### src/rtl/stack_op_seq.sv
// Stack op sequencer: runs PUSH/POP/CALL/RETURN as two byte accesses around sp_in.
// Define STACK_BOUNDS_CHECK_EN to reject overflowing pushes and underflowing pops.
module stack_op_seq #(
   parameter logic [7:0] SP_BASE  = 8'h3E,
   parameter logic [7:0] SP_LIMIT = 8'h7F
) (
   input  logic        clk,
   input  logic        reset_n,
   input  logic        op_valid,
   output logic        op_ready,
   input  logic [1:0]  op_ctl,
   input  logic [15:0] op_data,
   input  logic [7:0]  op_target,
   input  logic [7:0]  sp_in,
   output logic [7:0]  mem_addr,
   output logic [7:0]  mem_wdata,
   output logic        mem_we,
   output logic        mem_re,
   input  logic [7:0]  mem_rdata,
   output logic        pop_valid,
   output logic [15:0] pop_data,
   output logic        jump_en,
   output logic [7:0]  jump_addr,
   output logic        stack_command,
   output logic [1:0]  stack_ctl,
   output logic        stack_err
);

   typedef enum logic [3:0] {IDLE, CHK, WR_LO, WR_HI, RD_LO, RD_HI, RD_WAIT, UPD, ERR} state_t;
   localparam logic [1:0] OP_POP = 2'd1, OP_CALL = 2'd2, OP_RET = 2'd3;

   state_t      state_q, state_d;
   logic [1:0]  ctl_q, ctl_d, stack_ctl_q, stack_ctl_d;
   logic [15:0] data_q, data_d, pop_data_q, pop_data_d;
   logic [7:0]  tgt_q, tgt_d, sp_q, sp_d, lo_q, lo_d;
   logic [7:0]  mem_addr_q, mem_addr_d, mem_wdata_q, mem_wdata_d, jump_addr_q, jump_addr_d;
   logic        op_ready_q, op_ready_d, mem_we_q, mem_we_d, mem_re_q, mem_re_d;
   logic        pop_valid_q, pop_valid_d, jump_en_q, jump_en_d, stack_command_q, stack_command_d;
   logic        is_wr, err_hit;

   // PUSH (0) and CALL (2) are the even op codes and both write.
   assign is_wr = ~ctl_q[0];

`ifdef STACK_BOUNDS_CHECK_EN
   logic stack_err_q, stack_err_d;
   assign err_hit   = is_wr ? (sp_q > SP_LIMIT - 8'd1) : (sp_q < SP_BASE + 8'd2);
   assign stack_err = stack_err_q;
`else
   assign err_hit   = 1'b0;
   assign stack_err = 1'b0;
`endif

   always_comb begin
      state_d     = state_q;
      ctl_d       = ctl_q;
      data_d      = data_q;
      tgt_d       = tgt_q;
      sp_d        = sp_q;
      lo_d        = lo_q;
      stack_ctl_d = stack_ctl_q;
      pop_data_d  = pop_data_q;
      jump_addr_d = jump_addr_q;
      case (state_q)
         IDLE: if (op_valid && op_ready_q) begin
            state_d     = CHK;
            ctl_d       = op_ctl;
            data_d      = op_data;
            tgt_d       = op_target;
            sp_d        = sp_in;
            stack_ctl_d = op_ctl;
         end
         CHK:     state_d = err_hit ? ERR : (is_wr ? WR_LO : RD_LO);
         WR_LO:   state_d = WR_HI;
         WR_HI:   state_d = UPD;
         RD_LO:   state_d = RD_HI;
         RD_HI: begin
            lo_d    = mem_rdata;
            state_d = RD_WAIT;
         end
         RD_WAIT: state_d = UPD;
         default: state_d = IDLE;
      endcase

      // Outputs are registered, so they are decoded from the state being entered.
      op_ready_d      = (state_d == IDLE);
      mem_we_d        = (state_d == WR_LO) || (state_d == WR_HI);
      mem_re_d        = (state_d == RD_LO) || (state_d == RD_HI);
      stack_command_d = (state_d == UPD);
      mem_addr_d      = 8'h00;
      mem_wdata_d     = 8'h00;
      pop_valid_d     = 1'b0;
      jump_en_d       = 1'b0;
      case (state_d)
         WR_LO: begin
            mem_addr_d  = sp_q;
            mem_wdata_d = data_q[7:0];
         end
         WR_HI: begin
            mem_addr_d  = sp_q + 8'd1;
            mem_wdata_d = data_q[15:8];
         end
         RD_LO: mem_addr_d = sp_q - 8'd2;
         RD_HI: mem_addr_d = sp_q - 8'd1;
         UPD: begin
            // Entering UPD from RD_WAIT, mem_rdata carries the high byte.
            if (ctl_q == OP_POP) begin
               pop_valid_d = 1'b1;
               pop_data_d  = {mem_rdata, lo_q};
            end else if (ctl_q == OP_RET) begin
               jump_en_d   = 1'b1;
               jump_addr_d = lo_q;
            end else if (ctl_q == OP_CALL) begin
               jump_en_d   = 1'b1;
               jump_addr_d = tgt_q;
            end
         end
         default: ;
      endcase
`ifdef STACK_BOUNDS_CHECK_EN
      stack_err_d = (state_d == ERR);
`endif
   end

   always_ff @(posedge clk or negedge reset_n) begin
      if (!reset_n) begin
         state_q         <= IDLE;
         ctl_q           <= 2'd0;
         data_q          <= 16'h0000;
         tgt_q           <= 8'h00;
         sp_q            <= 8'h00;
         lo_q            <= 8'h00;
         stack_ctl_q     <= 2'd0;
         pop_data_q      <= 16'h0000;
         jump_addr_q     <= 8'h00;
         op_ready_q      <= 1'b0;
         mem_we_q        <= 1'b0;
         mem_re_q        <= 1'b0;
         mem_addr_q      <= 8'h00;
         mem_wdata_q     <= 8'h00;
         pop_valid_q     <= 1'b0;
         jump_en_q       <= 1'b0;
         stack_command_q <= 1'b0;
`ifdef STACK_BOUNDS_CHECK_EN
         stack_err_q     <= 1'b0;
`endif
      end else begin
         state_q         <= state_d;
         ctl_q           <= ctl_d;
         data_q          <= data_d;
         tgt_q           <= tgt_d;
         sp_q            <= sp_d;
         lo_q            <= lo_d;
         stack_ctl_q     <= stack_ctl_d;
         pop_data_q      <= pop_data_d;
         jump_addr_q     <= jump_addr_d;
         op_ready_q      <= op_ready_d;
         mem_we_q        <= mem_we_d;
         mem_re_q        <= mem_re_d;
         mem_addr_q      <= mem_addr_d;
         mem_wdata_q     <= mem_wdata_d;
         pop_valid_q     <= pop_valid_d;
         jump_en_q       <= jump_en_d;
         stack_command_q <= stack_command_d;
`ifdef STACK_BOUNDS_CHECK_EN
         stack_err_q     <= stack_err_d;
`endif
      end
   end

   assign op_ready      = op_ready_q;
   assign mem_addr      = mem_addr_q;
   assign mem_wdata     = mem_wdata_q;
   assign mem_we        = mem_we_q;
   assign mem_re        = mem_re_q;
   assign pop_valid     = pop_valid_q;
   assign pop_data      = pop_data_q;
   assign jump_en       = jump_en_q;
   assign jump_addr     = jump_addr_q;
   assign stack_command = stack_command_q;
   assign stack_ctl     = stack_ctl_q;

endmodule

### config.mk
export PLATFORM = sky130hd
export DESIGN_NAME = stack_op_seq
export DESIGN_NICKNAME = d
export VERILOG_FILES = /design/src/rtl/stack_op_seq.sv
export SDC_FILE = /design/constraint.sdc
export NUM_CORES = 1
export LEC_CHECK = 0
export CAP_MARGIN = 5
export CORE_ASPECT_RATIO = 1.25
export CORE_UTILIZATION = 35
export DETAILED_ROUTE_END_ITERATION = 6
export HOLD_SLACK_MARGIN = 0.08
export PLACE_DENSITY = 0.71
export REMOVE_ABC_BUFFERS = 1
export SETUP_SLACK_MARGIN = 0.15
export SYNTH_ARGS = -nofsm -noshare
export SYNTH_HDL_FRONTEND = slang
export SYNTH_SLANG_ARGS = --single-unit
### constraint.sdc
create_clock -name clk -period 5.4 [get_ports clk]
set_input_delay 1.08 -clock clk [delete_from_list [all_inputs] [get_ports clk]]
set_output_delay 1.08 -clock clk [all_outputs]
set_load 0.01 [all_outputs]
# Word-level counts from Yosys, hierarchy flattened

Index checks and enable logic that the tools add are counted.
Widths: inputs -> output; s select.

Add/sub/neg operators: 3
Eq/ne operators: 14
Mux-type cells: 13
Bitwise operators: 1
Reductions and logical operators: 10

Operators by type and width:

| cell                | number |
|---|---|
| $pmux 8 s4          | 1 |
| $eq 4x3->1 const B  | 6 |
| $pmux 4 s6          | 1 |
| $eq 4x2->1 const B  | 4 |
| $mux 8              | 2 |
| $pmux 8 s2          | 1 |
| $add 8x1->8 const B | 1 |
| $logic_not 4->1     | 2 |
| $sub 8x1->8 const B | 1 |
| $sub 8x2->8 const B | 1 |
| $mux 1              | 6 |
| $eq 2x2->1 const B  | 2 |
| $eq 4x1->1 const B  | 1 |
| $mux 4              | 1 |
| $reduce_and 2->1    | 2 |
| $mux 3              | 1 |
| $reduce_and 3->1    | 1 |
| $eq 2x1->1 const B  | 1 |
| $logic_or 1x1->1    | 2 |
| $reduce_bool 2->1   | 1 |
| $reduce_or 2->1     | 1 |
| $logic_and 1x1->1   | 1 |
| $not 1->1           | 1 |

Bits in registers: 92
Input bits: 45
Output and inout bits: 49
Logic and storage cells: 57

# Longest topological paths before layout

Gate-level depths: netlist of the first run.

Depth after elaboration: 5
Mapped depth: 8
Gate-level depth less buffers: 7

# Worst setup path after synthesis of the first run

OpenSTA, ideal clock, no wires.

Path type: reg2reg
From: register state_q[1]
To: register mem_addr_q[6], in the netlist mem_addr[6]
Setup time: 0.131 ns
Arrival: 2.937 ns
Data required time: 5.269 ns
Slack: 2.332 ns
Cell stages (with the launch flop): 9
Buffers on the path: 1
Clock period less this slack: 3.068 ns
Path through: dfrtp_1 > buf_4 > nor4b_1 > ha_1 > a21o_1 > a21o_1 > a21oi_1 > nor4b_1 > or3_1

Word-level cells in the longest chain between the ends: 5
Elaborated cells between the ends (all ways): 15
Those cells by class: eq/ne: 10; mux: 3; reduce/logical: 2

Ends and longest elaborated chain:

| what                                     | line | RTL |
|---|---|---|
| start: declaration                       | 32   | `state_t state_q, state_d;` |
| start signal: assignment                 | 147  | `state_q <= state_d;` |
| $eq 4x3->1 or $eq 4x2->1 (tied branches) | 63   | `case (state_q)` |
| $reduce_or 2->1 (no line)                | -    |  |
| $pmux 4 s6 (*)                           | 63   |  |
| $eq 4x3->1 or $eq 4x2->1 (tied branches) | 93   | `case (state_d)` |
| $pmux 8 s4 (*)                           | 93   |  |
| named net mem_addr_d[6]                  | 36   | `logic [7:0] mem_addr_q, mem_addr_d, mem_wdata_q, mem_wdata_d, jump_addr_q, jump_addr_d;` |
| end signal: assignment                   | 159  | `mem_addr_q <= mem_addr_d;` |
| end: declaration                         | 36   |  |

The timed path passes the listed nets; every way through them passes the cells marked *.
A chain may end at the register's enable or synchronous reset.

# Worst setup path in the final report of the first run

From: register stack_ctl_q[0], in the netlist stack_ctl[0]
To: output port stack_ctl[0]

RTL lines:

| what                     | line | RTL |
|---|---|---|
| start: declaration       | 33   | `logic [1:0] ctl_q, ctl_d, stack_ctl_q, stack_ctl_d;` |
| start signal: assignment | 153  | `stack_ctl_q <= stack_ctl_d;` |
| end: declaration         | 25   | `output logic [1:0] stack_ctl,` |

No word-level cell between the ends.

==> impl_results.md, run 1 <==
* Status: finished, violations left
* Failing checks: DRC
* Core box area at 11100 um2
* Antenna Violating Nets Remaining at 0
* Period utilisation layout at 48.7%
* Mapped cell area at 4000 um2
* CP max stage cell: clkdlybuf4s50_1
* Sequential share of the synthesized area at 57.6%
* Levels on crit path at 1
* Critical Path RT at 4.32 ns
* Largest family of logic cells by synthesized area: multiplexers
* Die width at 97.6 um
* Leakage power at 2.44 nW
* Slowest cell delay on critical path at 0.62 ns
* Area grow syn2layout at 33.2%
* Clock skew at 0.00605 ns
* Simple-gate area share of the yosys netlist at 7.29%
* WS Path Type: register to primary output
* Synth Area in XOR/XNOR at 2.19%
* Clk pwr share at 23.4%
* Hold_sp: data_q[5]
* Crit path max fanout at 11
* NetSw at 0.000870 W
* Final Hold Viols at 0
* Final instance area at 5330 um2
* Share of layout cells above drive strength 1 at 21.0%
* Largest net degree at the start of global routing at 62
* Syn_area_per_cell at 13.2 um2
* Routed via count at 2646
* Hold Path Class: register to register
* Row cnt at 43
* Die area at 11900 um2
* Worst-Skew Late Latency at 0.34 ns
* Hold Path Sink: mem_wdata[5]
* Grt total ovfl at 0
* Async set or reset register ratio after synthesis at 100%
* Setup bufs post-CTS at 0
* Ys Warns at 0
* Pint at 0.00188 W
* Total power at 0.00275 W
* RSZ-0062 raised after global routing: false
* Peak VDD IR at 0.246 mV
* Initial Util at 35.9%
* Max-slew headroom at 49.4%
* Placed insts at 519
* Mux contribution to synthesized area at 19.4%
* Cell taking the most area after synthesis: dfrtp_1
* WP buf/inv at 1
* Mapped Cells at 302
* Clock buffer depth at 2
* Ys flop type: dfrtp_1
* Placer congestion estimate at 0.844
* Fill count at 1003
* Final setup violation count at 0
* Power per cell area at 517 nW/um2
* # DRC at 12
* Register share of total power at 41.8%
* Least-Margin Pin Slew at 0.759 ns
* Vias per Instance at 4.95
* PortBufs at 92
* Netlist cell types at 43
* TritonCTS Sinks at 92
* Nets at 448
* First-pass iteration count of the detailed router at 6
* Worst-path clk slew at 0.07 ns
* Worst reg2reg path depth at 8
* Ant diodes at 0
* Worst R2R Setup Slack at 2.88 ns
* Total negative slack at 0 ns
* Synth area leaders: dfrtp_1, mux2_2, mux2_4
* Resize count post-CTS at 0
* HPWL after detailed placement at 5660 um
* Area post-placement at 5020 um2
* Die Height at 122 um
* Root Driver: clkbuf_16
* Post-synth EDFFs at 0
* Switching share of power at 31.6%
* WL final at 8150 um
* TritonCTS Buffers at 9
* Vias in the first global route at 2716
* Commonest cells in the netlist: dfrtp_1, mux2_2, nor2_1
* Max_cap viols at 0
* Combinational share of power at 34.8%
* GRT Util Overall at 14.7%
* I/O pins at 94
* F_max at 380 MHz
* Hold Crit Depth at 1
* CTS tree: yes
* Routed wire length per instance at 15.2 um
* Post-Layout Cell Count at 535
* H-tree levels at 3
* Reg2reg end: mem_addr[6]
* Slew Viols, Final at 0
* Synth Register Bits at 92
* Arrival time at the worst endpoint at 1.55 ns
* Worst setup SP type: register
* Origin of the critical flop-to-flop path: state_q[1]
* First-pass GRT wire length at 13400 um
* DRT iter0 DRCs at 148
* CP top delay family: buffers and inverters
* Hold Buf Count CTS at 0
* Initial antenna violation count at 0
* Top cell type's share of synthesized area at 57.6%
* Worst setup EP type: primary output
* Area fraction in compound gates after synthesis at 7.63%
* Post-route minimum period at 2.63 ns
* Synth Area in Adders at 2.69%
* Critical Path, Cell by Cell: clkdlybuf4s50_1
* Most numerous cell in the Yosys netlist: dfrtp_1
==> worst max path at each step <==
stage            startpoint      endpoint  slack, ns
3_3_place_gp       op_valid    data_q[13]       2.87
5_1_grt        stack_ctl[0]  stack_ctl[0]       2.67
3_5_place_dp       op_valid     data_q[4]       2.84
2_1_floorplan    state_q[1]   mem_addr[6]       2.34
4_1_cts        stack_ctl[0]  stack_ctl[0]       2.76
6_report       stack_ctl[0]  stack_ctl[0]       2.77
==> per-stage QoR <==
step	hold slack (ns)	setup WS (ns)	utilization, %
after global placement	0.471	2.87	45.1
final	0.489	2.77	47.8
after detailed placement	0.474	2.84	45.1
after CTS	0.490	2.76	47.8
after floorplan	0.461	2.34	-
after global routing	0.510	2.67	47.8
==> logic make-up (layout without fill, tap and decap cells) <==
kind of cell | Yosys count | count (layout)
mux | 67 | 67
flops | 92 | 92
xor+xnor | 10 | 10
compound gates | 46 | 46
fa+ha+maj | 8 | 8
simple gates | 56 | 56
buf+inv | 22 | 119
other cells | 1 | 2
==> cell type report <==
class,count,area [um2],share of cell area (%)
clock buffer,9,225,4.23
clock inverter,7,81.3,1.53
inverter,7,26.3,0.493
multi-input combinational,189,1580,29.6
sequential,92,2300,43.2
tap,135,169,3.17
timing repair buffer,96,948,17.8
==> power by group through the flow <==
stage	sequential (W)	clock, W	combinational [W]
after floorplan	0.00116	0	0.000557
after global placement	0.00115	0	0.000940
after detailed placement	0.00116	0	0.000968
after CTS	0.00115	0.000658	0.000973
after global routing	0.00119	0.000692	0.00106
final	0.00115	0.000644	0.000959
==> placed cells by master, fill, tap and decap left out, drive strengths merged, types with 2 or more instances in the layout <==
cell,count
dfrtp,92
clkdlybuf4s50,91
mux2,58
nor2,20
a21oi,15
nand2,10
inv,10
mux2i,9
clkbuf,9
a22o,8
ha,7
o21ai,6
xnor2,5
xor2,5
nor3,5
buf,5
nor4b,3
nand3,3
nor3b,3
a211oi,3
o22ai,3
a21o,3
clkinvlp,3
o211ai,2
and3,2
or2,2
o21bai,2
and2,2
conb,2
==> flip-flops by register name, summed over array words and instances (netlist names), 2 cells and up <==
name,flops
sp_q,8
state_q,4
mem_wdata,8
mem_addr,8
tgt_q,8
pop_data,16
stack_ctl,2
data_q,16
lo_q,8
jump_addr,8
==> per-layer routing <==
| layer | up-vias | wire length, um | track usage [%] |
|---|---|---|---|
| met3 | 13 | 388 | 3.86 |
| met1 | 1310 | 3530 | 17.6 |
| met2 | 76 | 4070 | 24.9 |
| met5 | - | 0 | 0 |
| met4 | 0 | 155 | 6.34 |
| li1 | 1247 | - | - |
No activity file was read; power rests on OpenSTA's default activity.
==> inputs of run 2 (changes only) <==
- clock period: 5.4 -> 2.55 ns (I/O delays scaled with it)
==> impl_results.md, run 2 (synthesized netlist as in run 1, its figures left out) <==
* Area grow syn2layout at 36.0%
* Worst-Skew Late Latency at 0.35 ns (about the same)
* Worst-path clk slew at 0.07 ns (about the same)
* Slew Viols, Final at 0 (unchanged)
* Final Hold Viols at 0 (unchanged)
* Crit path max fanout at 4 (-7)
* Fill count at 968 (-3.5%)
* Routed via count at 2683 (+1.4%)
* Die Height at 122 um (unchanged)
* Placed insts at 524 (+0.96%)
* RSZ-0062 raised after global routing: false
* Die area at 11900 um2 (unchanged)
* CTS tree: yes
* HPWL after detailed placement at 5700 um (+0.72%)
* Hold Buf Count CTS at 0 (unchanged)
* Post-route minimum period at 2.27 ns
* TritonCTS Buffers at 9 (unchanged)
* Root Driver: clkbuf_16
* Vias in the first global route at 2775 (+2.2%)
* Multi-input gate area at 1590 um2 (+1.1%)
* WL final at 8320 um (+2.1%)
* Ant diodes at 0 (unchanged)
* Least-Margin Pin Slew at 0.625 ns (-0.134 ns)
* Core box area at 11100 um2 (unchanged)
* Period utilisation layout at 88.9%
* First-pass iteration count of the detailed router at 6 (unchanged)
* # DRC at 12 (unchanged)
* DRT iter0 DRCs at 99 (-33%)
* Arrival time at the worst endpoint at 2.49 ns (+0.94 ns)
* Post-Layout Cell Count at 542 (+1.3%)
* Share of layout cells above drive strength 1 at 23.3% (+2.3 points)
* Hold Path Class: input port to async pin
* WS Path Type: register to register
* Worst setup SP type: register
* GRT Util Overall at 15.0% (+0.28 points)
* PortBufs at 92 (unchanged)
* Largest net degree at the start of global routing at 50 (-19%)
* Clock skew at 0.00887 ns (+0.00282 ns)
* Die width at 97.6 um (unchanged)
* Placer congestion estimate at 0.877 (+3.8%)
* Initial antenna violation count at 0 (unchanged)
* Critical Path RT at 2.77 ns (-1.55 ns)
* Total power at 0.00597 W (+120%)
* Worst setup EP type: register
* Vias per Instance at 4.95 (about the same)
* Nets at 455 (+1.6%)
* H-tree levels at 3 (unchanged)
* Initial Util at 35.9% (unchanged)
* Most common cell after layout, fill and taps aside: dfrtp_1
* Grt total ovfl at 0 (unchanged)
* I/O pins at 94 (unchanged)
* Power per cell area at 1100 nW/um2 (+110%)
* Commonest cells after routing, fill and taps aside: dfrtp_1, clkdlybuf4s50_1, mux2_2
* Max_cap viols at 0 (unchanged)
* Failing checks: DRC
* Max-slew headroom at 58.3% (+8.9 points)
* Status: finished, violations left
* F_max at 441 MHz
* First-pass GRT wire length at 13700 um (+2.6%)
* Row cnt at 43 (unchanged)
* TritonCTS Sinks at 92 (unchanged)
* Antenna Violating Nets Remaining at 0 (unchanged)
* Final Util at 48.8% (+0.99 points)
* Clock buffer depth at 2 (unchanged)
* FF/Latch Area at 2300 um2 (unchanged)
* Final setup violation count at 0 (unchanged)
* Peak VDD IR at 0.731 mV (+200%)
* Routed wire length per instance at 15.3 um (+0.79%)
* Leakage power at 2.51 nW (+2.6%)
## run 2: cell types whose count changed in the layout (fill, tap and decap cells not counted), sizes merged
cell | previous run | this run
clkbuf | 9 | 10
clkinvlp | 3 | 1
clkinv | 0 | 2
buf | 5 | 12
inv | 10 | 9
## run 2: path summary, 6_finish.rpt
path                            startpoint      endpoint  slack [ns]  depth (start not counted)
max in group asynchronous          reset_n       jump_en        1.71                          2
worst min-delay path               reset_n   pop_data[0]        0.16                          1
min in group clk                 data_q[7]  mem_wdata[7]        0.49                          1
worst max-delay path            state_q[2]   mem_addr[6]        0.28                          9
worst max register to register  state_q[2]   mem_addr[6]        0.28                          9
worst min register to register   data_q[7]  mem_wdata[7]        0.49                          1
## run 2: metrics by stage
step                      worst slack, ns  setup TNS [ns]  area, um2  hold WS [ns]
after floorplan                    -0.507           -1.53       3910         0.214
after global placement              0.245               0       5080         0.467
after detailed placement            0.144               0       5080         0.473
after CTS                           0.194               0       5420         0.187
after global routing                0.181               0       5440         0.208
final                               0.282               0       5440         0.160
## run 2: layer usage
layer	routed length, um	track usage (%)
met1	3660	18.6
met2	4060	24.6
met3	410	2.94
met4	195	8.14
met5	0	0
## run 2: where the power goes
group          internal [W]  total (W)  switching [W]
registers           0.00201    0.00241       0.000392
logic               0.00126    0.00215       0.000889
clock network      0.000807    0.00142       0.000610
total               0.00408    0.00597        0.00189
## run 2: critical path, cell delays in order, from the launching register on
cell and delay [ns]:
dfrtp_1 0.37, nor4b_2 0.16, buf_4 0.15, buf_4 0.15, fa_2 0.35, a21o_1 0.17
a21o_1 0.20, a21oi_2 0.16, nor4b_1 0.06, or3_1 0.37
## run 2: layout make-up
cell class	count	share of cell area [%]
inverters	7	0.483
well taps	135	3.11
multi-input cells	189	29.3
repair buffers	103	18.9
clock buffers	10	4.39
clock inverters	6	1.52
flip-flops and latches	92	42.3
## run 2: what timing repair did
action / CTS / global route
buffers inserted: 2 / 0
gates cloned: 0 / 0
resized for setup: 0 / 4
endpoints found under the setup margin: 1 / 3
